<file path="src/rtl/flip_locator.sv">
// flip_locator: locate the single bit that differs between i_a and i_b by a serial scan
//   i_clk, i_rst        clock, asynchronous active-high reset
//   i_a, i_b, i_valid   word pair in, accepted while o_ready (IDLE only)
//   o_idx, o_ERR        flipped-bit index (0 on error); error when diff count != 1
//   o_valid, i_ready    result handshake, outputs held under backpressure
module flip_locator #(
   parameter int N = 8
) (
   input  logic         i_clk,
   input  logic         i_rst,
   input  logic [N-1:0] i_a,
   input  logic [N-1:0] i_b,
   input  logic         i_valid,
   output logic         o_ready,
   output logic [N-1:0] o_idx,
   output logic         o_ERR,
   output logic         o_valid,
   input  logic         i_ready
);
   localparam int CW = $clog2(N);
   localparam logic [CW-1:0] LAST = CW'(N - 1);
   typedef enum logic [1:0] {IDLE, SCAN, DONE} state_t;
   state_t state_q, state_d;
   logic [N-1:0] diff_q, diff_d, out_idx_q, out_idx_d;
   logic [CW-1:0] cnt_q, cnt_d, idx_q, idx_d, idx_nx;
   logic [1:0] tally_q, tally_d, tally_nx;
   logic err_q, err_d, valid_q, valid_d, hit;
   always_comb begin
      state_d   = state_q;
      diff_d    = diff_q;
      cnt_d     = cnt_q;
      tally_d   = tally_q;
      idx_d     = idx_q;
      out_idx_d = out_idx_q;
      err_d     = err_q;
      valid_d   = valid_q;
      hit       = diff_q[cnt_q];
      // tally saturates at 2: "more than one" is all the error decision needs
      tally_nx  = (hit && tally_q != 2'd2) ? tally_q + 2'd1 : tally_q;
      idx_nx    = (hit && tally_q == 2'd0) ? cnt_q : idx_q;
      case (state_q)
         IDLE: if (i_valid) begin
            diff_d  = i_a ^ i_b;
            cnt_d   = '0;
            tally_d = '0;
            idx_d   = '0;
            state_d = SCAN;
         end
         SCAN: begin
            tally_d = tally_nx;
            idx_d   = idx_nx;
            // last bit folds straight into the registered result so o_valid rises N clocks after accept
            if (cnt_q == LAST) begin
               state_d   = DONE;
               valid_d   = 1'b1;
               err_d     = tally_nx != 2'd1;
               out_idx_d = (tally_nx == 2'd1) ? N'(idx_nx) : '0;
            end else
               cnt_d = cnt_q + 1'b1;
         end
         DONE: if (i_ready) begin
            valid_d   = 1'b0;
            out_idx_d = '0;
            err_d     = 1'b0;
            state_d   = IDLE;
         end
         default: state_d = IDLE;
      endcase
   end
   always_ff @(posedge i_clk or posedge i_rst) begin
      if (i_rst) begin
         state_q   <= IDLE;
         diff_q    <= '0;
         cnt_q     <= '0;
         tally_q   <= '0;
         idx_q     <= '0;
         out_idx_q <= '0;
         err_q     <= 1'b0;
         valid_q   <= 1'b0;
      end else begin
         state_q   <= state_d;
         diff_q    <= diff_d;
         cnt_q     <= cnt_d;
         tally_q   <= tally_d;
         idx_q     <= idx_d;
         out_idx_q <= out_idx_d;
         err_q     <= err_d;
         valid_q   <= valid_d;
      end
   end
   assign o_ready = state_q == IDLE;
   assign o_idx   = out_idx_q;
   assign o_ERR   = err_q;
   assign o_valid = valid_q;
endmodule

</file>
<file path="config.mk">
export PLATFORM = sky130hd
export DESIGN_NAME = flip_locator
export DESIGN_NICKNAME = d
export VERILOG_FILES = /design/src/rtl/flip_locator.sv
export SDC_FILE = /design/constraint.sdc
export NUM_CORES = 1
export LEC_CHECK = 0
export CELL_PAD_IN_SITES_DETAIL_PLACEMENT = 2
export CELL_PAD_IN_SITES_GLOBAL_PLACEMENT = 2
export CORE_MARGIN = 2
export CORE_UTILIZATION = 30
export CTS_CLUSTER_DIAMETER = 30
export DETAILED_ROUTE_END_ITERATION = 12
export PLACE_DENSITY = 0.82
export SYNTH_ARGS = -nofsm -noshare
export SYNTH_HDL_FRONTEND = slang
export SYNTH_SLANG_ARGS = --single-unit
</file>
<file path="constraint.sdc">
create_clock -name i_clk -period 2.6 [get_ports i_clk]
set_clock_uncertainty 0.2 [all_clocks]
set_input_delay 0.78 -clock i_clk [delete_from_list [all_inputs] [get_ports i_clk]]
set_output_delay 0.78 -clock i_clk [all_outputs]
set_load 0.02 [all_outputs]
</file>
==> results of run 1 <==
==> worst max-delay path, delay by kind of cell (launching register included) <==
kind	cells	cell delay, ns
DFF	1	0.50
buffers and inverters	1	0.37
and+or+nand+nor	1	0.19
==> state kept, by name, summed over array words and instances, names as in the netlist <==
| name | flops |
|---|---|
| o_valid | 1 |
| tally_q | 2 |
| o_idx | 3 |
| cnt_q | 3 |
| state_q | 2 |
| diff_q | 8 |
| idx_q | 3 |
| o_ERR | 1 |
==> power by group <==
| group | internal, uW | total [uW] | switching, uW |
|---|---|---|---|
| sequential | 514 | 663 | 150 |
| combinational | 451 | 916 | 465 |
| clock | 108 | 236 | 128 |
| total | 1070 | 1820 | 743 |
==> Yosys cell counts <==
library cell and count:
sky130_fd_sc_hd__dfrtp_1 23, sky130_fd_sc_hd__nor2_1 14, sky130_fd_sc_hd__a21oi_1 10, sky130_fd_sc_hd__nand2_1 8, sky130_fd_sc_hd__xnor2_1 8, sky130_fd_sc_hd__inv_1 6, sky130_fd_sc_hd__mux2i_1 6, sky130_fd_sc_hd__a22o_1 5
sky130_fd_sc_hd__buf_4 5, sky130_fd_sc_hd__clkbuf_1 4, sky130_fd_sc_hd__ha_1 4, sky130_fd_sc_hd__mux2_2 4, sky130_fd_sc_hd__nand2b_1 4, sky130_fd_sc_hd__o21ai_0 4, sky130_fd_sc_hd__o21ai_1 3, sky130_fd_sc_hd__o31ai_1 3
sky130_fd_sc_hd__a2111oi_2 1, sky130_fd_sc_hd__a22o_2 1, sky130_fd_sc_hd__and2_1 1, sky130_fd_sc_hd__and3_1 1, sky130_fd_sc_hd__buf_2 1, sky130_fd_sc_hd__buf_6 1, sky130_fd_sc_hd__conb_1 1, sky130_fd_sc_hd__nand4b_1 1
sky130_fd_sc_hd__nor2b_2 1, sky130_fd_sc_hd__nor4_2 1, sky130_fd_sc_hd__o21a_1 1, sky130_fd_sc_hd__o21bai_1 1, sky130_fd_sc_hd__o22ai_1 1, sky130_fd_sc_hd__or2_2 1, sky130_fd_sc_hd__or2b_2 1, sky130_fd_sc_hd__or4b_1 1
==> through the flow <==
| stage | setup WS [ns] | instance area [um2] |
|---|---|---|
| floorplan | 0.5372 | 1284 |
| CTS | 0.2632 | 1595 |
| global route | 0.1270 | 1595 |
| detailed placement | 0.2895 | 1550 |
| finish | 0.2867 | 1595 |
| global placement | 0.3730 | 1550 |
==> worst paths after layout <==
check | start | cells past startpoint | endpoint
max | state_q[1]$_DFFE_PP0P_ | 2 | o_ready
min | o_idx[0]$_DFFE_PP0P_ | 2 | o_idx[0]$_DFFE_PP0P_
max reg2reg | cnt_q[0]$_DFFE_PP0P_ | 6 | o_ERR$_DFFE_PP0P_
min reg2reg | o_idx[0]$_DFFE_PP0P_ | 2 | o_idx[0]$_DFFE_PP0P_
max in group asynchronous | i_rst | 3 | o_idx[2]$_DFFE_PP0P_
min in group asynchronous | i_rst | 3 | cnt_q[1]$_DFFE_PP0P_
==> cells by family (layout without fill, tap and decap cells) <==
logic type / Yosys count / after routing / synth area share, %
mux: 10 / 10 / 8.284
buf+inv: 17 / 38 / 7.199
fa+ha+maj: 4 / 4 / 3.945
xor+xnor: 8 / 8 / 5.523
flops: 23 / 23 / 45.36
simple gates: 34 / 34 / 13.81
compound gates: 30 / 30 / 15.58
other cells: 1 / 5 / 0.2956
==> cell type report <==
cell class                      count  area, um2  area share (%)
Multi-Input combinational cell     91      616.8           38.67
Clock inverter                      1      5.005          0.3137
Tap cell                           50      62.56           3.922
Timing Repair Buffer               28      271.5           17.02
Sequential cell                    23      575.6           36.08
Clock buffer                        3      41.29           2.588
Inverter                            6      22.52           1.412
==> layer usage <==
| metal | vias to the layer above | routed length (um) |
|---|---|---|
| met3 | 7 | 121 |
| met2 | 27 | 1749 |
| met5 | - | 0 |
| li1 | 470 | - |
| met1 | 466 | 1280 |
| met4 | 0 | 61 |
==> results.md, run 1 <==
* Area delta synth->final at 25.74%
* Number of placement rows at 23
* Total count of hold-check failures in the final report at 0
* Total power at 1815 uW
* Least-Margin Pin Slew at 0.5314 ns
* Global-route met2 utilization at 26.92%
* Top cells by area, synth: sky130_fd_sc_hd__dfrtp_1 45%, sky130_fd_sc_hd__xnor2_1 5.5%, sky130_fd_sc_hd__mux2i_1 4.7%
* CTS Buf Count at 3
* Average footprint of a synthesized cell at 9.990 um2
* Detailed-route vias per instance at 4.802
* Pleak at 0.0006982 uW
* Fillers at 454
* Total vias in the final route at 970
* Cts hold-fix bufs at 0
* Post-route non-filler standard cell count at 202
* Sum Neg Setup Slack at 0 ns
* Kind of start point of the critical path: flip-flop
* Number of warnings reported in the yosys synthesis log at 0
* Tcrit/Tclk final at 88.97%
* Total instance count after detailed placement at 198
* Mean routed wirelength per cell at 15.91 um
* Register clock-pin slew on the reported worst setup and hold paths at 0.09 ns
* Number of nets in the layout at 177
* Number of global-route vias before repair at 1170
* Total of max-cap violations at 0
* Mapped cell area at 1269 um2
* Wire length of the first global-routing pass at 5.630 mm
* Max-Slew Margin vs Limit at 64.58%
* CP arrival at 1.33 ns
* Pin count of the biggest net entering global routing at 24
* Hold Slack at 0.3078 ns
* Final setup viols at 0
* Register-to-register setup slack at 0.33 ns
* Worst min path class: reg -> reg
* Total half-perimeter wirelength after legalization and detailed placement at 2.518 mm
* CTS tree: yes
* Root Buffer Master: sky130_fd_sc_hd__clkbuf_8
* Initial detailed-routing violation count at 17
* Crit Path Class: reg -> out
* Top library cells by usage in the layout, fill and taps aside: 24 x sky130_fd_sc_hd__clkdlybuf4s50_1, 23 x sky130_fd_sc_hd__dfrtp_1, 14 x sky130_fd_sc_hd__nor2_1
* Total congestion overflow at 0
* Final wirelength at 3.213 mm
* Longest individual stage delay on the worst path at 0.50 ns
* Clock sink total at 23
* Data required, critical path at 1.62 ns
* N_diodes at 0
* #FFs+latches synth at 23
* Top cell type's share of synthesized area at 45.36%
* Drt first pass iters at 4
* Clock Path Buffers at 2
* Post-synthesis cell count at 127
* Initial antenna violation count at 0
* Setup repair after global routing missed its margin: false
* Y dimension of the die at 69.03 um
* Leading cell type in the layout, fill and taps excluded: sky130_fd_sc_hd__clkdlybuf4s50_1
* Number of H-tree branching levels at 1
* I/O pin total at 31
* Post-DRT Antenna Nets at 0
* Grt peak-use layer: met2
* Pins over their slew limit at 0
* Seq/Total Area, Yosys at 45.36%
* Critical path fanouts, max at 10
* Worst-path cell chain: nor2_1 -> dlygate4sd2_1
* Post-route minimum period at 2.313 ns
* Number of unique standard cell types used by synthesis at 32
* DRC violation count after routing at 0
* Number of port buffers at 25
* Largest vdd supply drop at 0.0003055 V
* Area of the die at 4765 um2
* Clock insertion delay at the later pin of the skew report at 0.28 ns
* Power per Cell Area at 1138 nW/um2
* Crit-path slowest cell: sky130_fd_sc_hd__dfrtp_1
* Max Clock Freq at 432.3 MHz
* GR Util All Layers at 14.85%
* Result of the run: complete, no violations
* Setup Buffers After CTS at 0
* Fraction of layout cells with a size suffix above 1 at 11.18%
* Dominant cell type by area after synthesis: sky130_fd_sc_hd__dfrtp_1
* Category of the worst setup path capture point: output port
* Final standard cell utilization of the core at 39.60%
* Placeable core region at 4029 um2
* Initial standard-cell utilization of the core at 31.49%
* Post-cts sizing count at 1
* Met3 usage at 2.485%
* Placer Congestion at 0.7321
* Met1 Usage GRT at 17.23%
* Die Wd at 69.03 um
(Power assumes the default switching activity.)
==> run 2, diff against run 1 <==
Settings changed: SLEW_MARGIN set to 20.
==> results of run 2 <==
The final DEF is identical to that of run 1; final timing and power are the same.
==> run 3, diff against run 2 <==
Settings changed: GPL_ROUTABILITY_DRIVEN set to 0.
==> results of run 3 <==
The final DEF is identical to that of run 1; final timing and power are the same.
==> RTL change: new RTL, config.mk and constraints of run 2 <==
The parameter `N` goes from 8 to 4.
--- a/src/rtl/flip_locator.sv
+++ b/src/rtl/flip_locator.sv
@@ -6,3 +6,3 @@
 module flip_locator #(
-   parameter int N = 8
+   parameter int N = 4
 ) (
Ports: changed (resized i_a, i_b and o_idx); port bits go from 31 to 19. No check against the original RTL was run, so the function may have changed too.
==> RTL change against run 2 <==
  * Design area decreased by 34%
  * Via count down 28%
  * Synthesized area down 33%
  * Setup slack improved by 0.072 ns
  * Routed wire length down 37%
  * Power decreased by 33%
  * Sequential cell count is 7 lower
  * Die area fell by 32%
  * Critical path depth is 1 lower
  * Count of clock-buffer cells in the layout unchanged
  * Critical endpoint is now o_valid
==> RTL change: results (changes against run 2) <==
stage,metric,value,unit,change
run_status,run_status,finished clean,,
setup_path,crit_family,buffers and inverters,,
hold_path,hold_start,o_idx[1],,
final_layout,buffers,17,,-39%
cts,cts-root-buf,clkbuf_4,,
yosys,synthCells,90,,-29%
final_layout,fill_cells,318,,-30%
timing,slew_headroom,0.5765,,-0.06929
setup_path,critical_path.startpoint,o_valid,,
setup_path,crit_fanout,3,,-7
setup_path,crit_slowest_cell,clkdlybuf4s50_1,,
detailed_routing,ant_nets,0,,unchanged
setup_path,arrival,1.26,ns,-0.07 ns
power_and_ir_drop,p_leak,0.0004755,uW,-32%
final_layout,drive_gt1_frac,0.07619,,-0.03565
yosys,synth_mux_area_frac,0.08580,,+0.002959
yosys,yosys.area_share.adder,0.04438,,+0.004931
final_layout,multi_input_gates,64,,-30%
final_layout,nets,122,,-31%
global_routing,grt_usage,0.1422,,-0.006219
final_layout,sh_seq_area,0.3810,,+0.02017
placement,dp_cells,133,,-33%
detailed_routing,drt_wl_total,2.031,mm,-37%
hold_path,min_to,o_idx[1],,
detailed_routing,drt_iter0_drc,6,,-11
yosys,ys_ff_latch,16,,-30%
final_layout,clk_share,0.02143,,-0.007591
global_routing,grt_first_pass_wirelength,3.581,mm,-36%
global_routing,grt_max_degree,17,,-29%
detailed_routing,vias,695,,-28%
setup_path,reg2reg_depth,4,,-2
yosys,synth_seq_area_share,0.4734,,+0.01972
power_and_ir_drop,peakVddDrop,0.5285,mV,+73%
detailed_routing,avgViaCountPerCell,5.110,,+6.4%
final_layout,largest_register_ffs,4,,-4
placement,place_hpwl,1.651,mm,-34%
yosys,synth_cell_types,24,,-25%
yosys,yosys.area_share.xor_xnor,0.04142,,-0.01381
yosys,ys_top_cells_by_area,"dfrtp_1 47%, mux2i_1 5.9%, nor2_1 5.3%",,
cts,post_cts_resized,0,,-1
placement,io_buffers,16,,-36%
global_routing,first_global_vias,745,,-36%
setup_path,critPathCapture,o_valid,,
setup_path,max_stage_delay,0.61,ns,+0.11 ns
[RTL change: cell types whose count changed after synthesis, moves of 4 or more]
cell / change
dfrtp_1: -7
a22o_1: -4
xnor2_1: -4
mux2_2: -4
nand2b_1: -4
[RTL change: layer usage]
metal,vias to the layer above,GRT usage,routed length [um]
met5,-,0,0
li1,331,-,-
met4,0,0.05980,12
met3,2,0.01587,32
met1,354,0.1755,905
met2,8,0.2512,1080
[RTL change: metrics by stage]
step	setup WS [ns]	instance area, um^2	hold slack (ns)	util
6_report	0.3591	1051	0.2899	0.3878
5_1_grt	0.3109	1051	0.3265	0.3878
4_1_cts	0.02880	1049	0.2956	0.3869
3_5_place_dp	0.3669	1026	0.2747	0.3786
3_3_place_gp	0.4088	1026	0.2692	0.3786
2_1_floorplan	0.7859	849.6	0.2496	-
[RTL change: power by group]
| group | internal [uW] | leakage, uW | switching [uW] |
|---|---|---|---|
| combinational | 289 | 0.000262 | 334 |
| clock | 53.7 | 0.0000138 | 77.5 |
| sequential | 351 | 0.000199 | 109 |
